`config.mk`:
```
export PLATFORM = sky130hd
export DESIGN_NAME = lcd_temp_writer
export DESIGN_NICKNAME = d
export VERILOG_FILES = /design/src/rtl/lcd_temp_writer.sv
export SDC_FILE = /design/constraint.sdc
export NUM_CORES = 1
export LEC_CHECK = 0
export ABC_AREA = 1
export BUFFER_PORTS_ARGS = -buffer_cell sky130_fd_sc_hd__buf_2
export CORE_ASPECT_RATIO = 1.5
export CORE_MARGIN = 3
export CORE_UTILIZATION = 66
export DETAILED_ROUTE_END_ITERATION = 10
export PLACE_DENSITY = 0.95
export SETUP_SLACK_MARGIN = 0.15
export SLEW_MARGIN = 20
export SYNTH_ARGS = -nofsm -noshare
export SYNTH_HDL_FRONTEND = slang
export SYNTH_SLANG_ARGS = --single-unit
```
`constraint.sdc`:
```
create_clock -name clk -period 4.2 [get_ports clk]
set_clock_uncertainty 0.1 [all_clocks]
set_input_delay 1.26 -clock clk [delete_from_list [all_inputs] [get_ports clk]]
set_output_delay 1.26 -clock clk [all_outputs]
set_load 0.03 [all_outputs]
```
`src/rtl/lcd_temp_writer.sv`:
```
// Streams "T=sddd.d°C" plus a DDRAM-address command to the HD44780 controller
// on each refresh tick, converting the held temperature sample with a serial double-dabble.
module lcd_temp_writer #(
  parameter int unsigned REFRESH_CYCLES = 24000000,
  parameter logic [7:0]  LINE_ADDR      = 8'h80
) (
  input  logic        clk,
  input  logic        reset,
  input  logic        temp_valid,
  input  logic [12:0] temp_data,
  input  logic        lcd_rdy,
  output logic        lcd_req,
  output logic        lcd_rs,
  output logic [7:0]  lcd_data,
  output logic        busy
);

  localparam int CW = $clog2(REFRESH_CYCLES);

  typedef enum logic [1:0] {IDLE, CONV, SEND, GAP} state_t;

  state_t        state, state_nxt;
  logic [CW-1:0] count;
  logic          tick;
  logic [12:0]   sample_reg;
  logic          have_sample;
  logic          pending;
  logic          start;
  logic [12:0]   mag;
  logic [8:0]    bin;
  logic [11:0]   bcd, bcd_adj;
  logic [3:0]    frac, tenths, step, idx;
  logic [7:0]    frac_x10;
  logic          sign;
  logic          gap_cnt;
  logic [3:0]    dig_h, dig_t, dig_o;

  assign tick     = (count == CW'(REFRESH_CYCLES - 1));
  assign start    = (state == IDLE) && pending && have_sample;
  assign mag      = sample_reg[12] ? (~sample_reg + 13'd1) : sample_reg;
  assign frac_x10 = {1'b0, frac, 3'b000} + {3'b000, frac, 1'b0};
  assign dig_h    = bcd[11:8];
  assign dig_t    = bcd[7:4];
  assign dig_o    = bcd[3:0];
  assign busy     = (state != IDLE);

  // A tick wins over the clear, so a tick landing on the frame-start cycle queues another frame.
  always_ff @(posedge clk) begin
    if (reset) begin
      count       <= '0;
      pending     <= 1'b0;
      sample_reg  <= '0;
      have_sample <= 1'b0;
    end else begin
      count <= tick ? '0 : count + CW'(1);
      if (tick)
        pending <= 1'b1;
      else if (start)
        pending <= 1'b0;
      if (temp_valid) begin
        sample_reg  <= temp_data;
        have_sample <= 1'b1;
      end
    end
  end

  always_ff @(posedge clk) begin
    if (reset) state <= IDLE;
    else       state <= state_nxt;
  end

  // Transfer handshake: lcd_req is asserted only in SEND with lcd_rs/lcd_data held
  // constant; the byte is consumed on the clk edge where lcd_req && lcd_rdy.
  always_comb begin
    state_nxt = state;
    case (state)
      IDLE:    if (start) state_nxt = CONV;
      CONV:    if (step == 4'd9) state_nxt = SEND;
      SEND:    if (lcd_rdy) state_nxt = GAP;
      GAP:     if (gap_cnt) state_nxt = (idx == 4'd10) ? IDLE : SEND;
      default: state_nxt = IDLE;
    endcase
  end

  always_comb begin
    bcd_adj = bcd;
    for (int i = 0; i < 3; i++)
      if (bcd[4*i +: 4] >= 4'd5) bcd_adj[4*i +: 4] = bcd[4*i +: 4] + 4'd3;
  end

  always_ff @(posedge clk) begin
    if (reset) begin
      bin     <= '0;
      bcd     <= '0;
      frac    <= '0;
      tenths  <= '0;
      step    <= '0;
      idx     <= '0;
      sign    <= 1'b0;
      gap_cnt <= 1'b0;
    end else begin
      case (state)
        IDLE: if (start) begin
          sign <= sample_reg[12];
          bin  <= mag[12:4];
          frac <= mag[3:0];
          bcd  <= '0;
          step <= '0;
        end
        CONV: begin
          step <= step + 4'd1;
          if (step == 4'd9) begin
            tenths <= frac_x10[7:4];
            idx    <= '0;
          end else begin
            bcd <= {bcd_adj[10:0], bin[8]};
            bin <= {bin[7:0], 1'b0};
          end
        end
        SEND: gap_cnt <= 1'b0;
        GAP: begin
          gap_cnt <= ~gap_cnt;
          if (gap_cnt && idx != 4'd10) idx <= idx + 4'd1;
        end
        default: ;
      endcase
    end
  end

  always_comb begin
    lcd_req  = 1'b0;
    lcd_rs   = 1'b0;
    lcd_data = 8'h00;
    if (state == SEND) begin
      lcd_req = 1'b1;
      lcd_rs  = 1'b1;
      case (idx)
        4'd0: begin
          lcd_rs   = 1'b0;
          lcd_data = LINE_ADDR;
        end
        4'd1:    lcd_data = 8'h54;
        4'd2:    lcd_data = 8'h3D;
        4'd3:    lcd_data = sign ? 8'h2D : 8'h2B;
        4'd4:    lcd_data = (dig_h == 4'd0) ? 8'h20 : {4'h3, dig_h};
        4'd5:    lcd_data = (dig_h == 4'd0 && dig_t == 4'd0) ? 8'h20 : {4'h3, dig_t};
        4'd6:    lcd_data = {4'h3, dig_o};
        4'd7:    lcd_data = 8'h2E;
        4'd8:    lcd_data = {4'h3, tenths};
        4'd9:    lcd_data = 8'hDF;
        default: lcd_data = 8'h43;
      endcase
    end
  end

endmodule

```
## Word level (Yosys, flattened, before mapping)

Cells that the tools add are included.

- Output and inout port bits: 11
- Memory bits (read-only): 0
- Input port bits: 17
- Bits in latches: 0
- RAM bits: 0
- Flip-flop bits (word level): 81
- Word-level logic and storage cells: 100
- Memories kept: 0

- Bitwise logic cells: 2
- Eq/ne operators: 22
- Order comparisons: 3
- Multiplexer cells: 32
- Add/subtract/negate cells: 8
- Shift operators: 0
- $mul: 0
- Reduce and logical (&&, ||, !) cells: 20
- Divide/modulo/power cells: 0

Operators by type and width:

| kind | count |
|---|---|
| $pmux W8 S10 | 1 |
| $add A25 B1 Y25 const B | 1 |
| $eq A25 B25 Y1 const B | 1 |
| $mux W12 | 2 |
| $pmux W12 S2 | 1 |
| $mux W4 | 5 |
| $mux W9 | 2 |
| $pmux W9 S2 | 1 |
| $eq A4 B3 Y1 const B | 4 |
| $eq A4 B4 Y1 const B | 4 |
| $pmux W4 S2 | 2 |
| $add A13 B1 Y13 const B | 1 |
| $mux W13 | 1 |
| $not A13 Y13 | 1 |
| $ge A4 B3 Y1 const B | 3 |
| $logic_not A4 Y1 | 3 |
| $ne A2 B2 Y1 const B | 6 |
| $mux W2 | 5 |
| $mux W5 | 2 |
| $reduce_bool A2 Y1 | 5 |
| $add A4 B1 Y4 const B | 2 |
| $add A4 B2 Y4 const B | 2 |
| $add A7 B5 Y8 | 1 |
| $eq A4 B2 Y1 const B | 2 |
| 17 further kinds | 29 |

## Logic depth before layout (Yosys ltp)

Gate-level depths: netlist of the first run.

- Depth after elaboration: 5
- Mapped depth: 10
- Mapped depth without buffers: 10

## Least setup slack after synthesis of the first run

OpenSTA, ideal clock, no wires.

- Path kind: flip-flop to output port
- From: register idx[0]
- To: output port lcd_data[0]
- Arrival time: 1769 ps
- Buffers on the path: 0
- Stages on the path, launching flop included: 10
- Required time: 2840 ps
- Path slack: 1071 ps
- Cells stage by stage: dfxtp_1 inv_1 ha_1 o21ai_0 nand3_1 nor2_1 nand2_1 nor2_1 nor2_1 nor2_1

- Longest elaborated chain between the ends: 3
- Elaborated cells on any way between the ends: 12
- Classes of those cells: 9 x eq/ne; 2 x mux; 1 x reduce/logical

RTL lines:

| what | RTL line | text |
|---|---|---|
| from (decl) | 32 | `logic [3:0] frac, tenths, step, idx;` |
| from (signal assigned) | 123 | `if (gap_cnt && idx != 4'd10) idx <= idx + 4'd1;` |
| $eq A4 B4 Y1 (tied with other cells) | 137 | `case (idx)` |
| $pmux W8 S10 (*) | 137 |  |
| $mux W8 (*) | 134 | `if (state == SEND) begin` |
| to (decl) | 14 | `output logic [7:0] lcd_data,` |

Every way passes the cells marked *; elsewhere a longest branch is shown, timed or not.

## Final worst setup path of the first run

- From: register idx[0]
- To: output port lcd_data[1]

Same word-level chain as after synthesis.

==> results of run 1 <==
## final cells by class
type / instances / area [µm²]
multi-input combinational: 479 / 2480
fill: 526 / 1710
sequential: 81 / 1620
inverter: 90 / 339
timing repair buffer: 28 / 143
clock buffer: 10 / 128
tap: 76 / 95.1
clock inverter: 5 / 57.6
## kinds of logic after synthesis
group | count (synthesis) | share of synthesized area [%]
and+or+nand+nor | 319 | 31.1
AOI/OAI and AO/OA | 129 | 16.1
adders and majority gates | 17 | 4.86
xor gates and xnor gates | 14 | 2.70
buffers and inverters | 106 | 9.44
DFF | 81 | 35.8
## cells in the final DEF (no fill, tap or decap), types with 2 or more instances in the layout
cell      instances
o21ai_0          41
inv_1            85
a31oi_1           5
nand4_1           8
or2_2             2
clkbuf_8          9
nand3_1          49
nor4_1            3
nor2_4            2
a21oi_2           9
buf_2            27
xnor2_1           2
nand2_1         137
nand2_2           3
nand3b_1          7
clkinv_4          2
inv_2             3
xor2_1           12
o22ai_1           8
nor3_1           18
a21oi_1          56
nor2_2            8
dfxtp_1          81
nor2_1           77
ha_1             16
clkinv_2          3
o211ai_1          4
a211oi_1          2
## worst paths after layout
check | slack [ns] | to | startpoint
worst max register to register | 2.06 | count[21] | count[0]
worst min-delay path | 0.37 | bin[0] | bin[0]
worst max-delay path | 0.55 | lcd_data[1] | idx[0]
worst min register to register | 0.37 | bin[0] | bin[0]
## layer usage
| layer | share of wire, % | global-route usage, % | vias up |
|---|---|---|---|
| met5 | 0 | 0 | - |
| met4 | 2.6 | 11.4 | 0 |
| met3 | 3.9 | 6.54 | 27 |
| met2 | 52 | 51.1 | 108 |
| met1 | 41 | 31.4 | 2009 |
| li1 | - | - | 2221 |
## power by group
| group | total, mW | internal, mW | switching [mW] |
|---|---|---|---|
| clock network | 0.553 | 0.271 | 0.281 |
| logic | 0.404 | 0.107 | 0.297 |
| registers | 0.834 | 0.799 | 0.0347 |
## worst max-delay path, stage by stage (launching register included)
cell and delay, ns:
dfxtp_1 0.42, inv_1 0.11, ha_1 0.27, o21ai_0 0.32, nand3_1 0.11, nor2_1 0.13, nand2_1 0.08, nor2_1 0.13
nor2_1 0.07, nor2_1 0.08, buf_2 0.20
## through the flow
step | instances | area (µm²)
floorplan | 666 | 4530
global placement | 754 | 4680
detailed placement | 754 | 4680
CTS | 769 | 4870
global route | 769 | 4870
finish | 769 | 4870
==> metrics.txt, run 1 <==
crit path capture type=primary output; via count=4,365; max reg flops=25; hold crit path type=reg -> reg; Worst-Skew Late Latency=0.37 ns; Placeable Area=6580 µm²; final setup margin=0.547 ns; VDD IR-drop max=308 µV; vias per cell=5.68; # DRC=0; I/O Buffers=27; worst slew pin tran=0.794 ns; RSZ-0062 raised after global routing=no; Chip Width=73.7 µm; Distinct cells, synth=40; Max FO, Critical Path=5; Pins Over Slew Limit=0; root buffer cell=clkbuf_8; Post-Synthesis Cells=666; H-tree levels=3; f_max=274 MHz; Clk pin slew, worst setup/hold paths=0.09 ns; cell taking the most area after synthesis=dfxtp_1; HPWL after DPL=7580 µm; CTS max path bufs=2; hold slack=0.368 ns; crit path DAT=2.29 ns; Post-DRT Antenna Nets=0; synthesized area=4530 µm²; TritonCTS Sinks=81; I/O Pins=28; syn_nets=700; first-pass iteration count of the detailed router=5; fin crit period=3.65 ns; Hold-fix buffers, CTS=0; die area=7920 µm²; Avg WL per Cell=13.5 µm; Pwr Total=1.79 mW; first-pass GRT wire length=17,900 µm; Main synth FF type=dfxtp_1; pwr/cell area=368 nW/µm²; row count=36; DR iter-0 viols=214; status=complete, no violations; Slew HR=46.9%; Post-Route WL=10,400 µm; period utilization=87.0%; final setup TNS=0 ns; synthesis-stage register bit count=81; # setup viols final=0; Die Y=108 µm; layout cells sized above 1=10.7%; RePlAce Congestion=0.948; Critical Path RT=2.84 ns; vias in the first global route=4,176; count leader, synth=nand2_1; Synth top area share=35.8%; nets@finish=723; commonest cells in the netlist=nand2_1, inv_1, dfxtp_1, nor2_1, a21oi_1; Initial Util=68.9%; P_leak=1.92 nW; Synth area leaders=dfxtp_1, nand2_1, inv_1; All-Layer GR Usage=28.5%; sequential share of the synthesized area=35.8%; diode count=0; Yosys warnings=0; Post-Syn Area per Cell=6.81 µm²; WS Path Type=reg -> out; DP Worst Slack=0.969 ns; post-CTS sizing=0; TritonCTS clock tree=yes; Max-Cap Viols=0; aggregate global routing overflow=0; final-report hold violation count=0; Setup Fix Bufs, Post-CTS=0; Core Util, Final=74.0%; largest net degree at the start of global routing=33; crit path launch type=flop; TritonCTS Buffers=9; number of synthesized flops with an enable pin=0; FFs w/ async S/R, synth=0%; Hold Path Cell Cnt=2; Synth-to-Final Area Change=7.37%; initial antenna violation count=0; Reg2Reg Depth=8
Power figures use the tool's default switching activity.
==> inputs of run 2 (changes only) <==
--- a/config.mk
+++ b/config.mk
@@ -9,10 +9,9 @@
 export BUFFER_PORTS_ARGS = -buffer_cell sky130_fd_sc_hd__buf_2
 export CORE_ASPECT_RATIO = 1.5
 export CORE_MARGIN = 3
-export CORE_UTILIZATION = 66
+export CORE_UTILIZATION = 61
 export DETAILED_ROUTE_END_ITERATION = 10
-export PLACE_DENSITY = 0.95
-export SETUP_SLACK_MARGIN = 0.15
+export PLACE_DENSITY = 0.91
 export SLEW_MARGIN = 20
 export SYNTH_ARGS = -nofsm -noshare
 export SYNTH_HDL_FRONTEND = slang
==> constraint.sdc (replaced) <==
create_clock -name clk -period 3.7 [get_ports clk]
set_clock_uncertainty 0.1 [all_clocks]
set_input_delay 1.11 -clock clk [delete_from_list [all_inputs] [get_ports clk]]
set_output_delay 1.11 -clock clk [all_outputs]
set_load 0.03 [all_outputs]
==> metrics.txt, run 2 (synthesized netlist as in run 1, its figures left out) <==
first-pass iteration count of the detailed router=5 (unchanged); final setup TNS=0 ns (unchanged); TritonCTS Sinks=81 (unchanged); # DRC=0 (unchanged); Seq pwr share=48.2% (was 46.6%); Setup Fix Bufs, Post-CTS=0 (unchanged); DR iter-0 viols=241 (was 214); Core Util, Final=69.5% (was 74.0%); commonest non-fill, non-tap cells in the layout=nand2_1, inv_1, dfxtp_1, nor2_1, a21oi_1 (unchanged); max reg flops=25 (unchanged); die area=8520 µm² (was 7920 µm²); Sw Ratio=34.7% (was 34.2%); Max stage delay on crit path=0.41 ns (was 0.42 ns); aggregate global routing overflow=0 (unchanged); worst slew pin tran=0.807 ns (was 0.794 ns); most common cell after layout, fill and taps aside=nand2_1 (unchanged); f_max=289 MHz; Post-Route WL=10,400 µm (about the same); Critical Path RT=2.49 ns (was 2.84 ns); hold path endpoint=count[0] (was bin[0]); status=complete, no violations (unchanged); Worst-Skew Late Latency=0.35 ns (was 0.37 ns); vias per cell=5.57 (was 5.68); logic gate share of total power=22.9% (was 22.6%); RR Endpoint=count[12] (was count[21]); Pins Over Slew Limit=0 (unchanged); Layout Cells excl Fill=792 (was 769); # setup viols final=0 (unchanged); layout cells sized above 1=11.1% (was 10.7%); I/O Buffers=27 (unchanged); via count=4,410 (was 4,365); reg2reg start=count[0] (unchanged); P_leak=1.92 nW (about the same); fin crit period=3.45 ns; post-CTS sizing=0 (unchanged); TritonCTS clock tree=yes (unchanged); I/O Pins=28 (unchanged); H-tree levels=3 (unchanged); first-pass GRT wire length=18,100 µm (was 17,900 µm); Pwr Total=1.97 mW (was 1.79 mW); Clk pin slew, worst setup/hold paths=0.08 ns (was 0.09 ns); largest net degree at the start of global routing=33 (unchanged); row count=37 (was 36); Hold-fix buffers, CTS=0 (unchanged); Layout fillers=628 (was 526); nets@finish=724 (was 723); final setup margin=0.245 ns (was 0.547 ns); RSZ-0062 raised after global routing=no (unchanged); Slew HR=46.0% (was 46.9%); Avg WL per Cell=13.2 µm (was 13.5 µm); DP Worst Slack=0.659 ns (was 0.969 ns); Post-DRT Antenna Nets=0 (unchanged); diode count=0 (unchanged); RePlAce Congestion=0.963 (was 0.948); pwr/cell area=403 nW/µm² (was 368 nW/µm²); All-Layer GR Usage=25.3% (was 28.5%); Max FO, Critical Path=5 (unchanged); Hold Path Cell Cnt=1 (was 2); crit path launch type=flop (unchanged); R2R setup slack=1.57 ns (was 2.06 ns); root buffer cell=clkbuf_8 (unchanged); CP dominant cell by count=nor2_1 (unchanged); vias in the first global route=4,230 (was 4,176); WS Path Type=reg -> out (unchanged); Reg2Reg Depth=8 (unchanged); Initial Util=64.4% (was 68.9%); crit-path cells=inv_1 > ha_1 > o21ai_0 > nand3_1 > nor2_1 > nand2_1 > nor2_1 > nor2_1 > nor2_1 > buf_2 (unchanged); hold crit path type=reg -> reg (unchanged); min-delay src=count[0] (was bin[0]); Max-Cap Viols=0 (unchanged); TritonCTS Buffers=9 (unchanged); Die Y=112 µm (was 108 µm); buffers and inverters on the worst path=2 (unchanged); Clock power frac=28.9% (was 30.9%); Synth-to-Final Area Change=7.81% (was 7.37%); Internal=1.29 mW (was 1.18 mW); HPWL after DPL=7800 µm (was 7580 µm); Net Sw Power=682 µW (was 613 µW); Chip Width=76.4 µm (was 73.7 µm); Crit-path slowest cell=dfxtp_1 (unchanged); initial antenna violation count=0 (unchanged); Placeable Area=7040 µm² (was 6580 µm²); crit path DAT=2.24 ns (was 2.29 ns); Placed Instances=776 (was 754); CTS max path bufs=2 (unchanged); final-report hold violation count=0 (unchanged); CP top delay family=simple AND/OR/NAND/NOR gates (unchanged); VDD IR-drop max=296 µV (was 308 µV); crit path capture type=primary output (unchanged); period utilization=93.4%
## run 2: changes by cell type in the layout (fill, tap and decap cells not counted)
cell,before,now
buf_4,1,2
bufinv_16,1,0
clkbuf_1,1,0
clkbuf_8,9,10
clkinv_2,3,6
clkinv_4,2,1
## run 2: cell type report
class | instances | area, µm² | area share [%]
inverters | 90 | 339 | 6.94
flip-flops and latches | 81 | 1620 | 33.2
clock buffers | 10 | 138 | 2.82
multi-input cells | 479 | 2480 | 50.8
clock inverters | 6 | 33.8 | 0.691
repair buffers | 29 | 150 | 3.07
well taps | 97 | 121 | 2.48
## run 2: worst max path at each step
stage / startpoint / to / slack (ns) / depth (start not counted)
floorplan: idx[0] / lcd_data[0] / 0.72 / 9
global placement: idx[0] / lcd_data[0] / 0.73 / 10
detailed placement: idx[0] / lcd_data[1] / 0.66 / 10
CTS: idx[0] / lcd_data[1] / 0.26 / 10
global route: idx[0] / lcd_data[0] / 0.01 / 10
finish: idx[0] / lcd_data[1] / 0.25 / 10
## run 2: per-layer routing
metal,vias to the layer above,part of all wire [%],GRT usage [%]
li1,2220,-,-
met1,2032,41,27.9
met2,136,52,46.5
met3,22,4.2,4.69
met4,0,2.3,11.4
met5,-,0,0
## run 2: per-stage QoR
| step | instance area (µm²) | hold slack (ns) |
|---|---|---|
| global placement | 4720 | 0.336 |
| finish | 4890 | 0.368 |
| detailed placement | 4720 | 0.348 |
| CTS | 4890 | 0.366 |
| global route | 4890 | 0.379 |
| floorplan | 4530 | 0.328 |
## run 2: power groups by stage
stage               clock network [mW]  registers (mW)  logic [mW]
floorplan                            0           0.955       0.354
global placement                     0           0.963       0.430
detailed placement                   0           0.967       0.446
CTS                              0.582           0.947       0.448
global route                     0.615           0.954       0.504
finish                           0.568           0.948       0.452
